## config.mk

```make
export PLATFORM = sky130hd
export DESIGN_NAME = microstore_sequencer_flat
export DESIGN_NICKNAME = d
export VERILOG_FILES = /design/src/rtl/microstore_sequencer_pkg.sv /design/src/rtl/microstore_sequencer_if.sv /design/src/rtl/microstore_sequencer_next_mux.sv /design/src/rtl/microstore_sequencer.sv /design/src/flat_wrapper.sv
export SDC_FILE = /design/constraint.sdc
export NUM_CORES = 1
export LEC_CHECK = 0
export CORE_MARGIN = 2
export CORE_UTILIZATION = 47
export DETAILED_ROUTE_END_ITERATION = 8
export HOLD_SLACK_MARGIN = 0.12
export PLACE_DENSITY = 0.8
export SYNTH_ARGS = -nofsm -noshare
export SYNTH_HDL_FRONTEND = slang
export SYNTH_SLANG_ARGS = --single-unit
```

## constraint.sdc

```tcl
create_clock -name clk -period 1.7 [get_ports clk]
set_input_delay 0.255 -clock clk [delete_from_list [all_inputs] [get_ports clk]]
set_output_delay 0.255 -clock clk [all_outputs]
set_load 0.005 [all_outputs]
```

## src/rtl/microstore_sequencer_pkg.sv

```systemverilog
// Shared constants for the microstore sequencer: next-state select encodings
// and the default control-store state numbers.
package microstore_pkg;

    typedef logic [2:0] ns_sel_t;

    localparam ns_sel_t NS_DECODE = 3'b000;
    localparam ns_sel_t NS_INC    = 3'b001;
    localparam ns_sel_t NS_JUMP   = 3'b010;
    localparam ns_sel_t NS_COND   = 3'b011;
    localparam ns_sel_t NS_FETCH  = 3'b100;
    localparam ns_sel_t NS_RETURN = 3'b101;
    localparam ns_sel_t NS_CALL   = 3'b110;
    localparam ns_sel_t NS_RSVD   = 3'b111;

    localparam int unsigned DEF_SW          = 8;
    localparam int unsigned DEF_RESET_STATE = 0;
    localparam int unsigned DEF_FETCH_STATE = 1;
    localparam int unsigned DEF_UNDEF_STATE = 2;
    localparam int unsigned DEF_FAULT_STATE = 255;
    localparam int unsigned DEF_MOC_TIMEOUT = 15;

endpackage

```

## src/rtl/microstore_sequencer_if.sv

```systemverilog
// Bus between the current microinstruction fields / condition logic and the
// microstore sequencer. The master drives the microinstruction side, the
// slave (sequencer) drives the control-store state and status.
interface microstore_sequencer_if #(
    parameter int unsigned SW = 8
);
    logic [2:0]    ns_sel;
    logic [SW-1:0] cr_addr;
    logic          inv;
    logic          cond_true;
    logic [SW-1:0] enc_state;
    logic          enc_valid;
    logic          mem_op;
    logic          moc;
    logic [SW-1:0] state;
    logic          stall;
    logic          fault;

    modport master (
        output ns_sel, cr_addr, inv, cond_true, enc_state, enc_valid, mem_op, moc,
        input  state, stall, fault
    );

    modport slave (
        input  ns_sel, cr_addr, inv, cond_true, enc_state, enc_valid, mem_op, moc,
        output state, stall, fault
    );
endinterface

```

## src/rtl/microstore_sequencer_next_mux.sv

```systemverilog
// Combinational next-state selection for the microstore sequencer. Produces the
// candidate next state, the updated return register and a fault event for
// call/return misuse or the reserved select code.
module microstore_next_mux
    import microstore_pkg::*;
#(
    parameter int unsigned SW          = DEF_SW,
    parameter int unsigned FETCH_STATE = DEF_FETCH_STATE,
    parameter int unsigned UNDEF_STATE = DEF_UNDEF_STATE,
    parameter int unsigned FAULT_STATE = DEF_FAULT_STATE
) (
    input  logic [2:0]    i_ns_sel,
    input  logic [SW-1:0] i_cr_addr,
    input  logic          i_inv,
    input  logic          i_cond_true,
    input  logic [SW-1:0] i_enc_state,
    input  logic          i_enc_valid,
    input  logic [SW-1:0] i_state,
    input  logic          i_ret_valid,
    input  logic [SW-1:0] i_ret_addr,
    output logic [SW-1:0] o_next_state,
    output logic          o_next_ret_valid,
    output logic [SW-1:0] o_next_ret_addr,
    output logic          o_fault
);
    localparam logic [SW-1:0] L_FETCH = SW'(FETCH_STATE);
    localparam logic [SW-1:0] L_UNDEF = SW'(UNDEF_STATE);
    localparam logic [SW-1:0] L_FAULT = SW'(FAULT_STATE);

    logic [SW-1:0] w_inc;

    // Increment wraps naturally at 2^SW
    assign w_inc = i_state + SW'(1);

    // Select next state; a fault overrides the target but leaves the return register alone
    always_comb begin
        o_next_state     = w_inc;
        o_next_ret_valid = i_ret_valid;
        o_next_ret_addr  = i_ret_addr;
        o_fault          = 1'b0;
        unique case (i_ns_sel)
            NS_DECODE: o_next_state = i_enc_valid ? i_enc_state : L_UNDEF;
            NS_INC:    o_next_state = w_inc;
            NS_JUMP:   o_next_state = i_cr_addr;
            NS_COND:   o_next_state = (i_cond_true ^ i_inv) ? i_cr_addr : w_inc;
            NS_FETCH:  o_next_state = L_FETCH;
            NS_CALL: begin
                if (!i_ret_valid) begin
                    o_next_state     = i_cr_addr;
                    o_next_ret_valid = 1'b1;
                    o_next_ret_addr  = w_inc;
                end else begin
                    o_next_state = L_FAULT;
                    o_fault      = 1'b1;
                end
            end
            NS_RETURN: begin
                if (i_ret_valid) begin
                    o_next_state     = i_ret_addr;
                    o_next_ret_valid = 1'b0;
                end else begin
                    o_next_state = L_FAULT;
                    o_fault      = 1'b1;
                end
            end
            default: begin
                o_next_state = L_FAULT;
                o_fault      = 1'b1;
            end
        endcase
    end
endmodule

```

## src/rtl/microstore_sequencer.sv

```systemverilog
// Microstore next-state sequencer for the microprogrammed control unit.
// Holds the control-store state, the one-entry return register and the sticky
// fault flag, and stalls while a memory operation awaits MOC.
// Optional feature: define MOC_TIMEOUT_EN to fault after MOC_TIMEOUT
// consecutive stall cycles.
module microstore_sequencer
    import microstore_pkg::*;
#(
    parameter int unsigned SW          = DEF_SW,
    parameter int unsigned RESET_STATE = DEF_RESET_STATE,
    parameter int unsigned FETCH_STATE = DEF_FETCH_STATE,
    parameter int unsigned UNDEF_STATE = DEF_UNDEF_STATE,
    parameter int unsigned FAULT_STATE = DEF_FAULT_STATE,
    parameter int unsigned MOC_TIMEOUT = DEF_MOC_TIMEOUT
) (
    input logic                   clk,
    input logic                   reset,
    microstore_sequencer_if.slave bus
);
    localparam logic [SW-1:0] L_RESET = SW'(RESET_STATE);
`ifdef MOC_TIMEOUT_EN
    localparam logic [SW-1:0] L_FAULT = SW'(FAULT_STATE);
    localparam int unsigned   CW      = (MOC_TIMEOUT > 1) ? $clog2(MOC_TIMEOUT) : 1;
    localparam logic [CW-1:0] L_TO_LAST = CW'(MOC_TIMEOUT - 1);
`endif

    logic [SW-1:0] r_state;
    logic          r_ret_valid;
    logic [SW-1:0] r_ret_addr;
    logic          r_fault;
`ifdef MOC_TIMEOUT_EN
    logic [CW-1:0] r_to_cnt;
`endif

    logic          w_stall;
    logic [SW-1:0] w_next_state;
    logic          w_next_ret_valid;
    logic [SW-1:0] w_next_ret_addr;
    logic          w_fault_evt;

    assign w_stall   = bus.mem_op & ~bus.moc;
    assign bus.stall = w_stall;
    assign bus.state = r_state;
    assign bus.fault = r_fault;

    microstore_next_mux #(
        .SW          (SW),
        .FETCH_STATE (FETCH_STATE),
        .UNDEF_STATE (UNDEF_STATE),
        .FAULT_STATE (FAULT_STATE)
    ) u_next_mux (
        .i_ns_sel         (bus.ns_sel),
        .i_cr_addr        (bus.cr_addr),
        .i_inv            (bus.inv),
        .i_cond_true      (bus.cond_true),
        .i_enc_state      (bus.enc_state),
        .i_enc_valid      (bus.enc_valid),
        .i_state          (r_state),
        .i_ret_valid      (r_ret_valid),
        .i_ret_addr       (r_ret_addr),
        .o_next_state     (w_next_state),
        .o_next_ret_valid (w_next_ret_valid),
        .o_next_ret_addr  (w_next_ret_addr),
        .o_fault          (w_fault_evt)
    );

    // Sequencer state: reset wins, stalls hold everything, otherwise take the selected transition
    always_ff @(posedge clk) begin
        if (reset) begin
            r_state     <= L_RESET;
            r_ret_valid <= 1'b0;
            r_ret_addr  <= '0;
            r_fault     <= 1'b0;
`ifdef MOC_TIMEOUT_EN
            r_to_cnt    <= '0;
`endif
        end else if (w_stall) begin
`ifdef MOC_TIMEOUT_EN
            if (r_to_cnt == L_TO_LAST) begin
                r_state  <= L_FAULT;
                r_fault  <= 1'b1;
                r_to_cnt <= '0;
            end else begin
                r_to_cnt <= r_to_cnt + CW'(1);
            end
`endif
        end else begin
            r_state     <= w_next_state;
            r_ret_valid <= w_next_ret_valid;
            r_ret_addr  <= w_next_ret_addr;
            if (w_fault_evt) begin
                r_fault <= 1'b1;
            end
`ifdef MOC_TIMEOUT_EN
            r_to_cnt    <= '0;
`endif
        end
    end
endmodule

```

## src/flat_wrapper.sv

```systemverilog
// flat-port wrapper written by rule: the top's interface ports become plain ports
module microstore_sequencer_flat import microstore_pkg::*;
#(
    parameter int unsigned SW          = DEF_SW,
    parameter int unsigned RESET_STATE = DEF_RESET_STATE,
    parameter int unsigned FETCH_STATE = DEF_FETCH_STATE,
    parameter int unsigned UNDEF_STATE = DEF_UNDEF_STATE,
    parameter int unsigned FAULT_STATE = DEF_FAULT_STATE,
    parameter int unsigned MOC_TIMEOUT = DEF_MOC_TIMEOUT
)
  (clk, reset, bus_ns_sel, bus_cr_addr, bus_inv, bus_cond_true, bus_enc_state, bus_enc_valid, bus_mem_op, bus_moc, bus_state, bus_stall, bus_fault);
  microstore_sequencer_if #(.SW(SW)) bus_i ();
  input logic clk;
  input logic reset;
  input wire logic [$bits(bus_i.ns_sel)-1:0] bus_ns_sel;
  input wire logic [$bits(bus_i.cr_addr)-1:0] bus_cr_addr;
  input wire logic [$bits(bus_i.inv)-1:0] bus_inv;
  input wire logic [$bits(bus_i.cond_true)-1:0] bus_cond_true;
  input wire logic [$bits(bus_i.enc_state)-1:0] bus_enc_state;
  input wire logic [$bits(bus_i.enc_valid)-1:0] bus_enc_valid;
  input wire logic [$bits(bus_i.mem_op)-1:0] bus_mem_op;
  input wire logic [$bits(bus_i.moc)-1:0] bus_moc;
  output wire logic [$bits(bus_i.state)-1:0] bus_state;
  output wire logic [$bits(bus_i.stall)-1:0] bus_stall;
  output wire logic [$bits(bus_i.fault)-1:0] bus_fault;
  assign bus_i.ns_sel = bus_ns_sel;
  assign bus_i.cr_addr = bus_cr_addr;
  assign bus_i.inv = bus_inv;
  assign bus_i.cond_true = bus_cond_true;
  assign bus_i.enc_state = bus_enc_state;
  assign bus_i.enc_valid = bus_enc_valid;
  assign bus_i.mem_op = bus_mem_op;
  assign bus_i.moc = bus_moc;
  assign bus_state = bus_i.state;
  assign bus_stall = bus_i.stall;
  assign bus_fault = bus_i.fault;
  microstore_sequencer #(.SW(SW), .RESET_STATE(RESET_STATE), .FETCH_STATE(FETCH_STATE), .UNDEF_STATE(UNDEF_STATE), .FAULT_STATE(FAULT_STATE), .MOC_TIMEOUT(MOC_TIMEOUT)) u_core (.clk(clk), .reset(reset), .bus(bus_i));
endmodule
```

==> After elaboration in Yosys (flattened, before gate mapping) <==
Index checks and enable logic that the tools add are counted.
{ "word_totals": {"ff_bits": 18, "out_inout_bits": 10} }
{ "classes": {"add_sub_neg": 1, "n_eq_ne": 6, "n_mux": 9, "bitwise_logic": 5, "n_reduce_logical": 6} }
{ "op_table": {"columns": ["cell", "count"], "rows": [
  ["case mux 8 bit (7 select lines)", 1],
  ["2-to-1 mux 8 bit", 4],
  ["equality test 3 bit (second input constant)", 3],
  ["adder 8 x 1 -> 8 bit (second input constant)", 1],
  ["equality test 3 x 2 -> 1 bit (second input constant)", 2],
  ["OR reduction 5 bit", 1],
  ["AND reduction 2 bit", 2],
  ["equality test 3 x 1 -> 1 bit (second input constant)", 1],
  ["zero test 3 bit", 1],
  ["inverter 1 bit", 3],
  ["case mux 1 bit (3 select lines)", 1],
  ["AND reduction 3 bit", 1],
  ["2-to-1 mux 1 bit", 2],
  ["case mux 1 bit (2 select lines)", 1],
  ["nonzero test 2 bit", 1],
  ["bitwise AND 1 bit", 1],
  ["bitwise XOR 1 bit", 1]
]} }

==> Longest topological paths before layout <==
{ "logic_depth": {"depth_word": 4, "depth_mapped": 6} }

==> Modules after synthesis <==
Synthesis repeated with hierarchy kept, for this count alone.
{ "hier_totals": {"hier_cells": 175, "hier_area_um2": 1422.6} }
{ "by_module_without_submodules": {"columns": ["mod", "n_inst", "cells_each", "area_per_inst_um2", "seq_area_each_um2"], "rows": [
  ["microstore_sequencer", 1, 80, 804.5, 360.3],
  ["microstore_next_mux", 1, 95, 618.1, 0.0]
]} }

==> Worst setup path after synthesis <==
Ideal clock, no wire load.
{ "synth_path": {"kind": "input -> register", "start": "input port bus_moc", "end": "register u_core.r_ret_addr[3]", "arrival_ns": 1.267, "required_time_ns": 1.572, "path_slack_ns": 0.305, "stages": 6, "n_path_buf": 1, "cell_sequence": "nand2b_2 clkinv_1 nor4_4 buf_4 mux2i_1 nor2_1"} }
{ "synth_between": {"elab_chain_cells": 4} }
{ "synth_rtl": {"columns": ["item", "line", "rtl"], "rows": [
  ["from (decl)", "flat_wrapper.sv:22", "input wire logic [$bits(bus_i.moc)-1:0] bus_moc;"],
  ["inverter 1 bit", "microstore_sequencer.sv:41", "assign w_stall = bus.mem_op & ~bus.moc;"],
  ["bitwise AND 1 bit", "microstore_sequencer.sv:41", null],
  ["via bus_stall", "flat_wrapper.sv:24", "output wire logic [$bits(bus_i.stall)-1:0] bus_stall;"],
  ["inverter 1 bit (no source line)", null, null],
  ["AND reduction 3 bit (no source line)", null, null],
  ["to (signal assigned)", "microstore_sequencer.sv:90", "r_ret_addr <= w_next_ret_addr;"],
  ["to (decl)", "microstore_sequencer.sv:29", "logic [SW-1:0] r_ret_addr;"]
]} }
The timed path passes the listed nets, and every way through them passes these cells.
A chain may end at the register's enable or synchronous reset.

==> Worst setup path in the final report <==
{ "layout_path": {"start": "input port bus_ns_sel[1]", "end": "register u_core.r_state[6] (netlist: u_core.bus.state[6])"} }
{ "layout_between": {"elab_chain_cells": 2} }
{ "layout_rtl": {"columns": ["item", "line", "rtl"], "rows": [
  ["from (decl)", "flat_wrapper.sv:15", "input wire logic [$bits(bus_i.ns_sel)-1:0] bus_ns_sel;"],
  ["equality test 3 bit, or another cell as far along", "microstore_sequencer_next_mux.sv:41", "unique case (i_ns_sel)"],
  ["case mux 8 bit (7 select lines) *", "microstore_sequencer_next_mux.sv:41", null],
  ["to (signal assigned)", "microstore_sequencer.sv:88", "r_state <= w_next_state;"],
  ["to (decl)", "microstore_sequencer.sv:27", "logic [SW-1:0] r_state;"]
]} }
Every way passes the cells marked *; elsewhere a longest branch is shown, timed or not.

==> flow_summary_export.csv <==
group,metric,value,unit
global_route,grt_pass1_wl,5.89,mm
place,gp_congestion,0.905,
floorplan,core,2450,um^2
timing,grt_setup_unrepaired,"false",
logic_synthesis,synth-main-ff-cell,"dfxtp_1",
global_route,grt_max_degree,19,
power,switchingPower,331,uW
timing,slew_violations,0,
place,hpwl,2.89,mm
setup_path,path_delay_family,"buffers and inverters",
job,drv_cap,0,
floorplan,initial_core_util,0.494,
timing,tns,0,ns
floorplan,ioPinCount,36,
logic_synthesis,synth-edff-count,0,
routing,drcViolationCount,0,
clock_network,cts_tree,"done",
setup_path,arrival,1.76,ns
power,power,1130,uW
clock_network,clk_pin_slew,0.11,ns
timing,worstMarginPinSlew,0.346,ns
setup_path,cp-startpoint,"bus_ns_sel[1]",
power,switching_share,0.294,
layout,n_fill_cell,193,
worst_hold_path,min-delay-start,"bus_ns_sel[2]",
timing,relSlewSlack,0.769,
clock_network,clock-root-buffer,"clkbuf_4",
timing,setup_slack,0.109,ns
setup_path,cp_num_buf_inv,2,
logic_synthesis,ys_ff_latch,18,
setup_path,cp_max_fo,8,
routing,postRouteAntennaNets,0,
routing,via_per_inst,5.76,
timing,hold_ws,0.483,ns
routing,drtIter0Drc,58,
timing,finalSetupViolCount,0,
timing,finalCritPeriodShare,0.936,
setup_path,worst_path_max_delay_cell,"clkdlybuf4s50_1",
timing,fin_crit,1.59,ns
power,clockPowerShare,0.237,
logic_synthesis,async_reset_ff_frac,0,
logic_synthesis,yosys_warnings,0,
place,port_buffers,35,
layout,layout_commonest_cell,"clkdlybuf4s50_1",
clock_network,numCtsBuffers,3,
setup_path,path_cells,"clkdlybuf4s50_1 -> buf_4 -> nand2b_1 -> o21ai_1 -> a221oi_1 -> a311oi_1",
logic_synthesis,ys_top_cells_by_area,"dfxtp_1, nor2_1, a211oi_1, nand2_1, a311oi_1",
routing,wl,3.74,mm
power,comb_power_share,0.336,
status,status,"finished, final reports clean",
layout,layout.nets,239,
logic_synthesis,avgSynthCellArea,7.93,um^2
clock_network,ctsHoldBuffers,0,
timing,timing.fmax,0.629,GHz
floorplan,dieArea,3000,um^2
logic_synthesis,synth_top_cell_by_area,"dfxtp_1",
power,leakage,0.000720,uW
logic_synthesis,synth_area,1210,um^2
clock_network,cts_setup_buffers,0,
floorplan,chipHeight,54.8,um
place,dp_slack,-0.254,ns
layout,layout-drive-gt1-share,0.199,
worst_hold_path,hold_class,"primary input to flop",
setup_path,start_kind,"primary input",
routing,wl_per_cell,15.5,um
layout,diodes,0,
setup_path,crit_type,"primary input to flop",
logic_synthesis,synth.net_count,180,
layout,mostFrequentLayoutCells,"clkdlybuf4s50_1, buf_4, nor2_1",
routing,drt_first_pass_iters,4,
setup_path,rr_startpoint,"u_core.bus.state[1]$_SDFFE_PP0N_",
setup_path,end_kind,"flop",
setup_path,max_stage_delay,0.64,ns
logic_synthesis,yosysSeqAreaShare,0.297,
timing,hold_viol_final,0,
floorplan,dieWidth,54.8,um
global_route,grt_remaining_overflow,0,
clock_network,clk_latency,0.29,ns
logic_synthesis,synth_top_area_share,0.297,
timing,fin_skew,0.00245,ns
routing,vias,1389,
global_route,antenna_found_initial,0,
logic_synthesis,ys_types,44,
power,p_per_area,623,nW/um^2
global_route,grt_pass1_vias,1325,
power,vdd_ir_drop_max,628,uV
floorplan,fp-row-count,18,
clock_network,h-tree-depth,1,
logic_synthesis,syn_inst,153,
global_route,track_usage,0.276,
clock_network,clkSinkCount,18,
power,p_int,795,uW
setup_path,cp_data_required_time,1.86,ns
power,power_frac_seq,0.427,
clock_network,cts_buffer_depth,2,
layout,area_growth,48.9,%
==> state kept, by name, summed over array words and instances, names as in the netlist <==
register,flops
u_core.bus.fault,1
u_core.bus.state,8
u_core.r_ret_addr,8
u_core.r_ret_valid,1
==> worst paths after layout <==
check	endpoint	slack (ns)	cells after the start
setup reg to reg	u_core.bus.state[6]$_SDFFE_PP0N_	0.19	5
hold reg to reg	u_core.bus.fault$_SDFFE_PP0P_	0.50	2
hold / removal	u_core.bus.fault$_SDFFE_PP0P_	0.48	4
setup / recovery	u_core.bus.state[6]$_SDFFE_PP0N_	0.11	6
==> metal layers <==
| metal | track usage | share of wire | up-vias |
|---|---|---|---|
| met5 | 0 | 0 | - |
| met4 | 0.0625 | 0.011 | 0 |
| met3 | 0.0738 | 0.079 | 4 |
| met2 | 0.472 | 0.50 | 69 |
| met1 | 0.340 | 0.41 | 640 |
| li1 | - | - | 676 |
==> synth_stat cells, types with 3 or more instances <==
cell      number
dfxtp_1       18
inv_1          4
nand2_1       16
nand2b_1       3
a211oi_1       8
o21ai_0        5
clkbuf_1       4
o21a_1         3
nand3_1        4
xnor2_1        3
nor2b_1        7
o21ai_1        4
a311oi_1       6
a221oi_1       5
nor2_1        23
mux2i_1        4
a21oi_1        4
==> worst register-to-register path, delay by kind of cell (launching register included) <==
| family | cells | cell delay (ns) |
|---|---|---|
| adders and majority gates | 1 | 0.29 |
| DFF | 1 | 0.42 |
| AOI/OAI and AO/OA | 2 | 0.43 |
| and+or+nand+nor | 2 | 0.28 |
==> kinds of logic after synthesis <==
| group | synth area share |
|---|---|
| AOI/OAI and AO/OA | 0.276 |
| xor gates and xnor gates | 0.0289 |
| adders and majority gates | 0.0103 |
| buffers and inverters | 0.0639 |
| DFF | 0.297 |
| muxes | 0.0423 |
| and+or+nand+nor | 0.281 |
==> repair_timing <==
| item | 4_1_cts | 5_1_grt |
|---|---|---|
| endpoints found under the setup margin | 1 | 7 |
| resized for setup | 1 | 4 |
| hold endpoints to repair | 0 | 0 |
| cloned | 0 | 0 |
| pin swaps | 0 | 2 |
==> per-stage QoR <==
step	utilization	cells	cell area, um^2
after detailed placement	0.717	237	1760
after floorplan	-	153	1210
after global routing	0.736	241	1810
after CTS	0.731	241	1800
after global placement	0.717	237	1760
final	0.736	241	1810
==> layout make-up <==
class	instances	area [um^2]	share of cell area
clock buffer	4	36.3	0.0201
timing repair buffer	63	568	0.314
tap	30	37.5	0.0208
multi-input combinational	119	778	0.431
sequential	18	360	0.199
inverter	7	26.3	0.0145
==> power groups by stage <==
stage | logic [uW] | clock network [uW] | registers [uW]
2_1_floorplan | 173 | 0 | 486
3_3_place_gp | 362 | 0 | 487
3_5_place_dp | 374 | 0 | 489
4_1_cts | 375 | 268 | 480
5_1_grt | 412 | 278 | 483
6_report | 378 | 267 | 481
Note: power is estimated with default switching activity, not from simulation.
